**src/rtl/hamming_pkg.sv**
```systemverilog
// Shared widths, FSM encoding and error-pattern helper for the Hamming(7,4)
// codec and its built-in self-test sequencer.
package hamming_pkg;

  localparam int DATA_W    = 4;
  localparam int CODE_W    = 7;
  localparam int SYN_W     = 3;
  localparam int ERR_CASES = 8;

  typedef enum logic [1:0] {
    IDLE  = 2'd0,
    APPLY = 2'd1,
    CHECK = 2'd2,
    DONE  = 2'd3
  } state_t;

  // Case 0 is the clean codeword; case k flips codeword bit k-1, which is
  // the bit whose position number (1..7) the decoder reports as syndrome k.
  function automatic logic [CODE_W-1:0] base_pattern(input logic [SYN_W-1:0] e_idx);
    logic [CODE_W-1:0] p;
    p = '0;
    if (e_idx != '0) begin
      p[e_idx - SYN_W'(1)] = 1'b1;
    end
    return p;
  endfunction

endpackage

```
**src/rtl/hamming_case_checker.sv**
```systemverilog
// Compares one decoder result against the expected data word, the clean
// codeword and the syndrome that the applied case index should produce.
module hamming_case_checker
  import hamming_pkg::*;
(
  input  logic [DATA_W-1:0] u_exp,
  input  logic [CODE_W-1:0] c_exp,
  input  logic [SYN_W-1:0]  s_exp,
  input  logic [DATA_W-1:0] w,
  input  logic [CODE_W-1:0] d,
  input  logic [SYN_W-1:0]  s,
  output logic              fail
);

  assign fail = (w != u_exp) || (d != c_exp) || (s != s_exp);

endmodule

```
**src/rtl/hamming_decoder.sv**
```systemverilog
// Hamming(7,4) single-error-correcting decoder. The syndrome is the
// position number (1..7) of the bit in error, or 0 for a clean word.
module hamming_decoder
  import hamming_pkg::*;
(
  input  logic [CODE_W-1:0] v,
  output logic [DATA_W-1:0] w,
  output logic [CODE_W-1:0] d,
  output logic [SYN_W-1:0]  s
);

  assign s = {v[3] ^ v[4] ^ v[5] ^ v[6],
              v[1] ^ v[2] ^ v[5] ^ v[6],
              v[0] ^ v[2] ^ v[4] ^ v[6]};

  // Flip the bit the syndrome points at; a zero syndrome leaves v untouched.
  always_comb begin
    d = v;
    if (s != '0) begin
      d[s - SYN_W'(1)] = ~v[s - SYN_W'(1)];
    end
  end

  assign w = {d[6], d[5], d[4], d[2]};

endmodule

```
**src/rtl/hamming_encoder.sv**
```systemverilog
// Hamming(7,4) encoder. Codeword bit i sits at position i+1; parity bits
// live at positions 1, 2 and 4, data bits at positions 3, 5, 6 and 7.
module hamming_encoder
  import hamming_pkg::*;
(
  input  logic [DATA_W-1:0] u,
  output logic [CODE_W-1:0] c
);

  assign c = {u[3], u[2], u[1],
              u[1] ^ u[2] ^ u[3],
              u[0],
              u[0] ^ u[2] ^ u[3],
              u[0] ^ u[1] ^ u[3]};

endmodule

```
**src/rtl/hamming_sweep_controller.sv**
```systemverilog
// Built-in self-test for the Hamming(7,4) codec: walks every data word
// through the clean case and all seven single-bit errors, counting failures
// and capturing the first failing case.
module hamming_sweep_controller
  import hamming_pkg::*;
#(
  parameter int NUM_WORDS = 16,
  parameter int CNT_W     = 8
) (
  input  logic              clk,
  input  logic              rst_n,
  input  logic              start,
  input  logic [CODE_W-1:0] extra_err,
  output logic              busy,
  output logic              done,
  output logic              pass,
  output logic [CNT_W-1:0]  fail_count,
  output logic              first_fail_vld,
  output logic [DATA_W-1:0] first_fail_u,
  output logic [CODE_W-1:0] first_fail_e,
  output logic [DATA_W-1:0] cur_u,
  output logic [CODE_W-1:0] cur_e
);

  localparam logic [DATA_W-1:0] LAST_WORD = DATA_W'(NUM_WORDS - 1);
  localparam logic [SYN_W-1:0]  LAST_CASE = SYN_W'(ERR_CASES - 1);

  state_t              state, state_next;
  logic [DATA_W-1:0]   u_idx, u_idx_next;
  logic [SYN_W-1:0]    e_idx, e_idx_next;
  logic [DATA_W-1:0]   cur_u_next;
  logic [CODE_W-1:0]   cur_e_next;
  logic [CNT_W-1:0]    fail_count_next;
  logic                pass_next;
  logic                first_fail_vld_next;
  logic [DATA_W-1:0]   first_fail_u_next;
  logic [CODE_W-1:0]   first_fail_e_next;

  logic [CODE_W-1:0]   code;
  logic [CODE_W-1:0]   received;
  logic [DATA_W-1:0]   dec_w;
  logic [CODE_W-1:0]   dec_d;
  logic [SYN_W-1:0]    dec_s;
  logic                case_fail;

  hamming_encoder u_encoder (
    .u (cur_u),
    .c (code)
  );

  assign received = code ^ cur_e;

  hamming_decoder u_decoder (
    .v (received),
    .w (dec_w),
    .d (dec_d),
    .s (dec_s)
  );

  hamming_case_checker u_checker (
    .u_exp (cur_u),
    .c_exp (code),
    .s_exp (e_idx),
    .w     (dec_w),
    .d     (dec_d),
    .s     (dec_s),
    .fail  (case_fail)
  );

  assign busy = (state != IDLE);
  assign done = (state == DONE);

  // Next-state and next-datapath logic; every register holds by default.
  always_comb begin
    state_next          = state;
    u_idx_next          = u_idx;
    e_idx_next          = e_idx;
    cur_u_next          = cur_u;
    cur_e_next          = cur_e;
    fail_count_next     = fail_count;
    pass_next           = pass;
    first_fail_vld_next = first_fail_vld;
    first_fail_u_next   = first_fail_u;
    first_fail_e_next   = first_fail_e;

    case (state)
      IDLE: begin
        if (start) begin
          fail_count_next     = '0;
          pass_next           = 1'b0;
          first_fail_vld_next = 1'b0;
          first_fail_u_next   = '0;
          first_fail_e_next   = '0;
          u_idx_next          = '0;
          e_idx_next          = '0;
          state_next          = APPLY;
        end
      end

      APPLY: begin
        cur_u_next = u_idx;
        cur_e_next = base_pattern(e_idx) ^ extra_err;
        state_next = CHECK;
      end

      CHECK: begin
        if (case_fail) begin
          if (fail_count != '1) begin
            fail_count_next = fail_count + CNT_W'(1);
          end
          if (!first_fail_vld) begin
            first_fail_vld_next = 1'b1;
            first_fail_u_next   = cur_u;
            first_fail_e_next   = cur_e;
          end
        end
        if ((e_idx == LAST_CASE) && (u_idx == LAST_WORD)) begin
          // Include this last check so pass is already valid during DONE.
          pass_next  = (fail_count_next == '0);
          state_next = DONE;
        end else begin
          if (e_idx == LAST_CASE) begin
            e_idx_next = '0;
            u_idx_next = u_idx + DATA_W'(1);
          end else begin
            e_idx_next = e_idx + SYN_W'(1);
          end
          state_next = APPLY;
        end
      end

      DONE: begin
        state_next = IDLE;
      end

      default: begin
        state_next = IDLE;
      end
    endcase
  end

  // State and datapath registers with synchronous active-low reset.
  always_ff @(posedge clk) begin
    if (!rst_n) begin
      state          <= IDLE;
      u_idx          <= '0;
      e_idx          <= '0;
      cur_u          <= '0;
      cur_e          <= '0;
      fail_count     <= '0;
      pass           <= 1'b0;
      first_fail_vld <= 1'b0;
      first_fail_u   <= '0;
      first_fail_e   <= '0;
    end else begin
      state          <= state_next;
      u_idx          <= u_idx_next;
      e_idx          <= e_idx_next;
      cur_u          <= cur_u_next;
      cur_e          <= cur_e_next;
      fail_count     <= fail_count_next;
      pass           <= pass_next;
      first_fail_vld <= first_fail_vld_next;
      first_fail_u   <= first_fail_u_next;
      first_fail_e   <= first_fail_e_next;
    end
  end

endmodule

```
**config.mk**
```make
export PLATFORM = sky130hd
export DESIGN_NAME = hamming_sweep_controller
export DESIGN_NICKNAME = d
export VERILOG_FILES = /design/src/rtl/hamming_pkg.sv /design/src/rtl/hamming_case_checker.sv /design/src/rtl/hamming_decoder.sv /design/src/rtl/hamming_encoder.sv /design/src/rtl/hamming_sweep_controller.sv
export SDC_FILE = /design/constraint.sdc
export NUM_CORES = 1
export LEC_CHECK = 0
export CAP_MARGIN = 20
export CORE_MARGIN = 2
export CORE_UTILIZATION = 40
export DETAILED_ROUTE_END_ITERATION = 8
export SYNTH_ARGS = -nofsm -noshare
export SYNTH_HDL_FRONTEND = slang
export SYNTH_SLANG_ARGS = --single-unit
```
**constraint.sdc**
```tcl
create_clock -name clk -period 5.2 [get_ports clk]
set_clock_uncertainty 0.15 [all_clocks]
set_input_delay 1.04 -clock clk [delete_from_list [all_inputs] [get_ports clk]]
set_output_delay 1.04 -clock clk [all_outputs]
set_load 0.05 [all_outputs]
```
After elaboration in Yosys (flattened, before gate mapping)
Index checks and enable logic that the tools add are counted.

Output and inout port bits: 34. Input port bits: 10. Logic and storage cells: 107. Bits in registers: 41.

Eq/ne operators: 15. Multiplexer cells: 38. $lt $le $gt $ge: 4. Bitwise logic cells: 18. Reduce and logical (&&, ||, !) cells: 17. Add/sub/neg operators: 5.

Operator list (count): $mux 7 (6); $mux 8 (4); $mux 4 (5); $pmux 4 s2 (2); $pmux 8 s2 (1); $xor 1x1->1 (15); $pmux 7 s2 (1); $xor 7x7->7 (2); $ne 2x2->1 const B (6); $mux 3 (3); $reduce_and 3->1 (3); $add 8x1->8 const B (1); $logic_not 8->1 (1); $lt 3x4->1 const B (2); $ne 8x8->1 const B (1); $pmux 2 s4 (1); $reduce_and 4->1 (2); $bwmux 7 (1); $ne 7x7->1 (1); $demux 1 s3 (2); $ge 3x1->1 const B (2); $mux 1 (6); $pmux 3 s2 (1); $reduce_bool 3->1 (2); other kinds (18) (26).

Longest topological paths before layout
Depth in word-level cells: 21. Depth in mapped cells: 19. Mapped depth without buffers: 16.

By module
Synthesis repeated with hierarchy kept, for this count alone.

Cell total of the unflattened synthesis: 313. Area total of the unflattened synthesis: 2713.9 sq um.

Modules (own cells, without submodules): hamming_sweep_controller (instances 1, cells an instance 247, seq. area each 820.8 sq um, area an instance 2163.3 sq um); hamming_decoder (instances 1, cells an instance 40, seq. area each 0.0 sq um, area an instance 297.8 sq um); hamming_case_checker (instances 1, cells an instance 19, seq. area each 0.0 sq um, area an instance 151.4 sq um); hamming_encoder (instances 1, cells an instance 7, seq. area each 0.0 sq um, area an instance 101.3 sq um).

Worst setup path after synthesis
Ideal clock, no wire load.

Path kind: register -> register. From: reg cur_u[0]. To: reg pass. Buffers on the path: 1. Library setup time: 0.069 ns. Clock period less this slack: 4.520 ns. Arrival: 4.301 ns. Setup slack: 0.680 ns. Required time: 4.981 ns. Cell stages (with the launch flop): 17. Cells stage by stage: dfxtp_1 > buf_4 > xnor2_4 > xnor3_2 > xnor2_2 > nor2_1 > ha_1 > nand3b_1 > or3_1 > nand3_1 > nand3_1 > a32oi_1 > nor4_1 > o21a_1 > or4_1 > a221o_1 > o21ai_1.

Cells in the longest elaborated chain, start to end: 21. Elaborated cells between the ends (all ways): 33. Those cells by class: add/sub: 1; order compare: 2; eq/ne: 3; mux: 10; bitwise: 12; reduce/logical: 5.

RTL lines: start: declaration (line hamming_sweep_controller.sv:21) `output logic [DATA_W-1:0] cur_u,`; start signal: assignment (line hamming_sweep_controller.sv:159) `cur_u <= cur_u_next;`; $xor 1x1->1, on equally long branches (2 in series) (line hamming_encoder.sv:14, hamming_encoder.sv:13); $xor 7x7->7 (line hamming_sweep_controller.sv:51) `assign received = code ^ cur_e;`; $xor 1x1->1, on equally long branches (3 in series) (line hamming_decoder.sv:14, hamming_decoder.sv:13); $sub 3x1->3 (line hamming_decoder.sv:20) `d[s - SYN_W'(1)] = ~v[s - SYN_W'(1)];`; $lt 3x4->1 (not written as such) / $ge 3x1->1 (equally long branches) (line hamming_decoder.sv:20); $logic_and 1x1->1 (not written as such) (line hamming_decoder.sv:20); $mux 1 (not written as such) (line hamming_decoder.sv:20); $demux 1 s3; [... 2 more ...]; $ne 7x7->1 / $ne 4x4->1 (equally long branches) (line hamming_case_checker.sv:15) `assign fail = (w != u_exp) || (d != c_exp) || (s != s_exp);`; $logic_or 1x1->1 (line hamming_case_checker.sv:15); $logic_or 1x1->1 (*) (line hamming_case_checker.sv:15); $mux 8 (*) (line hamming_sweep_controller.sv:107) `if (case_fail) begin`; $mux 8 (*) (line hamming_sweep_controller.sv:86) `case (state)`; $logic_not 8->1 (*) (line hamming_sweep_controller.sv:119) `pass_next = (fail_count_next == '0);`; $mux 1 (*) (line hamming_sweep_controller.sv:117) `if ((e_idx == LAST_CASE) && (u_idx == LAST_WORD)) begin`; $pmux 1 s2 (*) (line hamming_sweep_controller.sv:86); end signal: assignment (line hamming_sweep_controller.sv:162) `pass <= pass_next;`; end: declaration (line hamming_sweep_controller.sv:16) `output logic pass,`.

Mark *: on every way between the ends. The rest lies on a longest branch, timed or not. The select of a mux whose other input is x is not followed. A chain may end at the register's enable or synchronous reset.

Worst setup path in the final report
From: reg cur_e[2]. To: reg pass.

Cells in the longest elaborated chain, start to end: 19. Elaborated cells between the ends (all ways): 29. Those cells by class: add/sub: 1; order compare: 2; eq/ne: 3; mux: 10; bitwise: 8; reduce/logical: 5.

RTL lines: start: declaration (line hamming_sweep_controller.sv:22) `output logic [CODE_W-1:0] cur_e`; start signal: assignment (line hamming_sweep_controller.sv:160) `cur_e <= cur_e_next;`; $xor 7x7->7 (*) (line hamming_sweep_controller.sv:51); $xor 1x1->1, on equally long branches (3 in series) (line hamming_decoder.sv:14, hamming_decoder.sv:13); $sub 3x1->3 (line hamming_decoder.sv:20); $lt 3x4->1 (not written as such) / $ge 3x1->1 (equally long branches) (line hamming_decoder.sv:20); $logic_and 1x1->1 (not written as such) (line hamming_decoder.sv:20); $mux 1 (not written as such) (line hamming_decoder.sv:20); $demux 1 s3; $bwmux 7 (line hamming_decoder.sv:20); $mux 7 (line hamming_decoder.sv:19) `if (s != '0) begin`; $ne 7x7->1 / $ne 4x4->1 (equally long branches) (line hamming_case_checker.sv:15); $logic_or 1x1->1 (line hamming_case_checker.sv:15); $logic_or 1x1->1 (*) (line hamming_case_checker.sv:15); $mux 8 (*) (line hamming_sweep_controller.sv:107); $mux 8 (*) (line hamming_sweep_controller.sv:86); $logic_not 8->1 (*) (line hamming_sweep_controller.sv:119); $mux 1 (*) (line hamming_sweep_controller.sv:117); $pmux 1 s2 (*) (line hamming_sweep_controller.sv:86).

Marks and branches as above.

==> impl_metrics.ini <==
[run_status]
status = finished, final reports clean

[final_layout]
mostFrequentLayoutCell = clkdlybuf4s50_1
instances_no_fill = 507
diodes = 0
drive_above_1_share_pct = 8.82
mostFrequentLayoutCells = clkdlybuf4s50_1 (43), dfxtp_1 (41), nand2_1 (39), a21oi_1 (31), nor2_1 (29)
area_delta_synth_final_pct = 22.4
fin_nets = 425

[floorplan]
core_area_sq_um = 7250
die_area_sq_um = 8180
initial_core_util_pct = 41.2
pin_count = 44
die_y_um = 90.4
rows = 31
die_x_um = 90.4

[logic_synthesis]
synthAdderAreaFrac_pct = 3.35
synthXorXnorAreaFrac_pct = 15.7
syn_inst = 372
synth-simple-area-share_pct = 26.4
ys.flop_type = dfxtp_1
synth_compound_area_share_pct = 20.4
synth_warnings = 0
ys_ff_latch = 41
syn_nets = 390
synth_edf_count = 0
yosysSeqAreaShare_pct = 27.5
synth_top_family_by_area = simple AND/OR/NAND/NOR gates
ys_types = 61
synth_mux_area_share_pct = 1.38
syn_area_per_cell_sq_um = 8.03
synth_async_sr_flop_share_pct = 0
synth_area_sq_um = 2990

[worst_setup_path]
crit_type = flip-flop to flip-flop
cp_top_family = simple AND/OR/NAND/NOR gates
timing.critical_path.buf_inv = 0
crit_slowest_cell = dfxtp_1
required_ns = 5.28
regToRegStartpoint = cur_e[2]$_SDFFE_PN0N_
critPathLaunch = cur_e[2]$_SDFFE_PN0N_
worstSetupPathDepth = 15
cp-start-kind = flip-flop
crit_fanout = 9
path_cells = xnor2_4 -> xnor3_2 -> xnor2_2 -> nor2_1 -> ha_1 -> nand3b_1 -> or3_1 -> nand3_1 -> nand3_1 -> a32oi_1 -> nor4_1 -> o21a_1 -> or4_1 -> a221o_1 -> o21ai_1
cp-end-kind = flip-flop
r2r_cells = 15
slowest_delay_ns = 0.64
cp.arrival_ns = 4.76
crit_path_frequent_cell = nand3_1

[drt]
routedWlPerCell_um = 16.4
via_per_inst = 5.73
antenna_left = 0
dr.max_layer_used = met4
first_pass_iters = 5
drcViolationCount = 0
drt-met1-wl_um = 4020
wl_met2_um = 3660
drt-initial-drc-count = 355
routed-wl-met3_um = 514
vias = 2904
wl_um = 8320

[place]
dp.cells = 499
place.port_buffers = 43
gp_congestion = 0.973
place.detailed.hpwl_um = 6110

[power]
power.density_nw_per_um2 = 282
vdd_drop_max_mv = 0.157
p_leak_nw = 1.27

[timing]
worst_pin_slew_ns = 0.911
setup_viol = 0
rsz0062_at_grt = false
slew_viol_final = 0
fmax_ghz = 0.214
fin_crit_ns = 4.67
tns_ns = 0
hold_viol = 0
relSlewSlack_pct = 38.9
period_share_pct = 89.9

[global_route]
grt_max_degree = 38
grt_pass1_vias = 2727
grt_pass1_wl_um = 13800
antenna_found_initial = 0
grt_util_all_layers_pct = 20.6
grt_remaining_overflow = 0

[clock_tree]
cts_max_level = 2
cts.clk_slew.worst_paths_ns = 0.09
clock_latency_ns = 0.29
ctsRootBufferMaster = clkbuf_8
cts_resized = 0
cts.hold.buffers_added = 0
clock_path_buffers = 2
cts_made_buffers = 5
clock-sinks = 41
cts_setup_buffers = 0
cts_tree = built

[min_path]
min_path_cells = 2
worstHoldStart = first_fail_e[0]$_SDFFE_PN0P_
hp-class = flip-flop to flip-flop

[run]
drv_cap = 0
report_power, final:
group          total, W  internal, W  switching, W
Clock          0.000313     0.000193      0.000120
Combinational  0.000385     0.000150      0.000235
Sequential     0.000333     0.000321     0.0000121
registers in the layout, summed over array words and instances, names as in the netlist:
register / count
first_fail_u: 4
first_fail_e: 7
first_fail_vld: 1
e_idx: 3
u_idx: 4
cur_u: 4
fail_count: 8
cur_e: 7
state: 2
pass: 1
cells in the mapped netlist, types with 8 or more instances:
master	n	area (sq um)
a211oi_1	10	75.1
a21oi_1	31	155
clkbuf_1	19	71.3
dfxtp_1	41	821
ha_1	8	100
inv_1	8	30.0
nand2_1	39	146
nand3_1	10	50.1
nand3b_1	15	113
nor2_1	29	109
nor3_1	22	110
nor4_1	8	50.1
o21ai_0	8	40.0
xnor2_1	18	158
xor2_1	10	87.6
routing by layer:
metal / up-vias / GRT usage (%)
li1: 1423 / -
met1: 1352 / 29.1
met2: 113 / 32.3
met3: 16 / 3.59
met4: 0 / 6.03
met5: - / 0
cell type report:
| class | count | area (sq um) |
|---|---|---|
| repair buffers | 56 | 528 |
| clock inverters | 3 | 68.8 |
| fillers | 726 | 3600 |
| clock buffers | 5 | 68.8 |
| multi-input cells | 294 | 2010 |
| inverters | 9 | 33.8 |
| well taps | 99 | 124 |
| flip-flops and latches | 41 | 821 |
worst min-delay path: stages (launching register included):
cell and delay (ns):
dfxtp_1 0.31, nand3b_1 0.07, a21oi_1 0.05
logic make-up after synthesis:
family / after synthesis
AOI/OAI and AO/OA: 90
xor gates and xnor gates: 37
adders and majority gates: 8
buffers and inverters: 37
DFF: 41
muxes: 4
and+or+nand+nor: 155
per-stage QoR:
| stage | hold slack [ns] | utilization [%] | instance area [sq um] | setup slack, ns | power, W |
|---|---|---|---|---|---|
| final | 0.329 | 50.4 | 3660 | 0.526 | 0.00103 |
| after global routing | 0.357 | 50.4 | 3660 | 0.281 | 0.00109 |
| after CTS | 0.333 | 50.4 | 3660 | 0.591 | 0.00103 |
| after detailed placement | 0.316 | 48.5 | 3520 | 0.607 | 0.000717 |
| after global placement | 0.317 | 48.5 | 3520 | 0.687 | 0.000719 |
| after floorplan | 0.312 | - | 2990 | 0.680 | 0.000623 |
worst paths after layout:
path / endpoint / slack [ns]
worst min-delay path: first_fail_e[0]$_SDFFE_PN0P_ / 0.33
worst max register to register: pass$_SDFFE_PN0P_ / 0.53
worst max-delay path: pass$_SDFFE_PN0P_ / 0.53
worst min register to register: first_fail_e[0]$_SDFFE_PN0P_ / 0.33
Power figures use the tool's default switching activity.
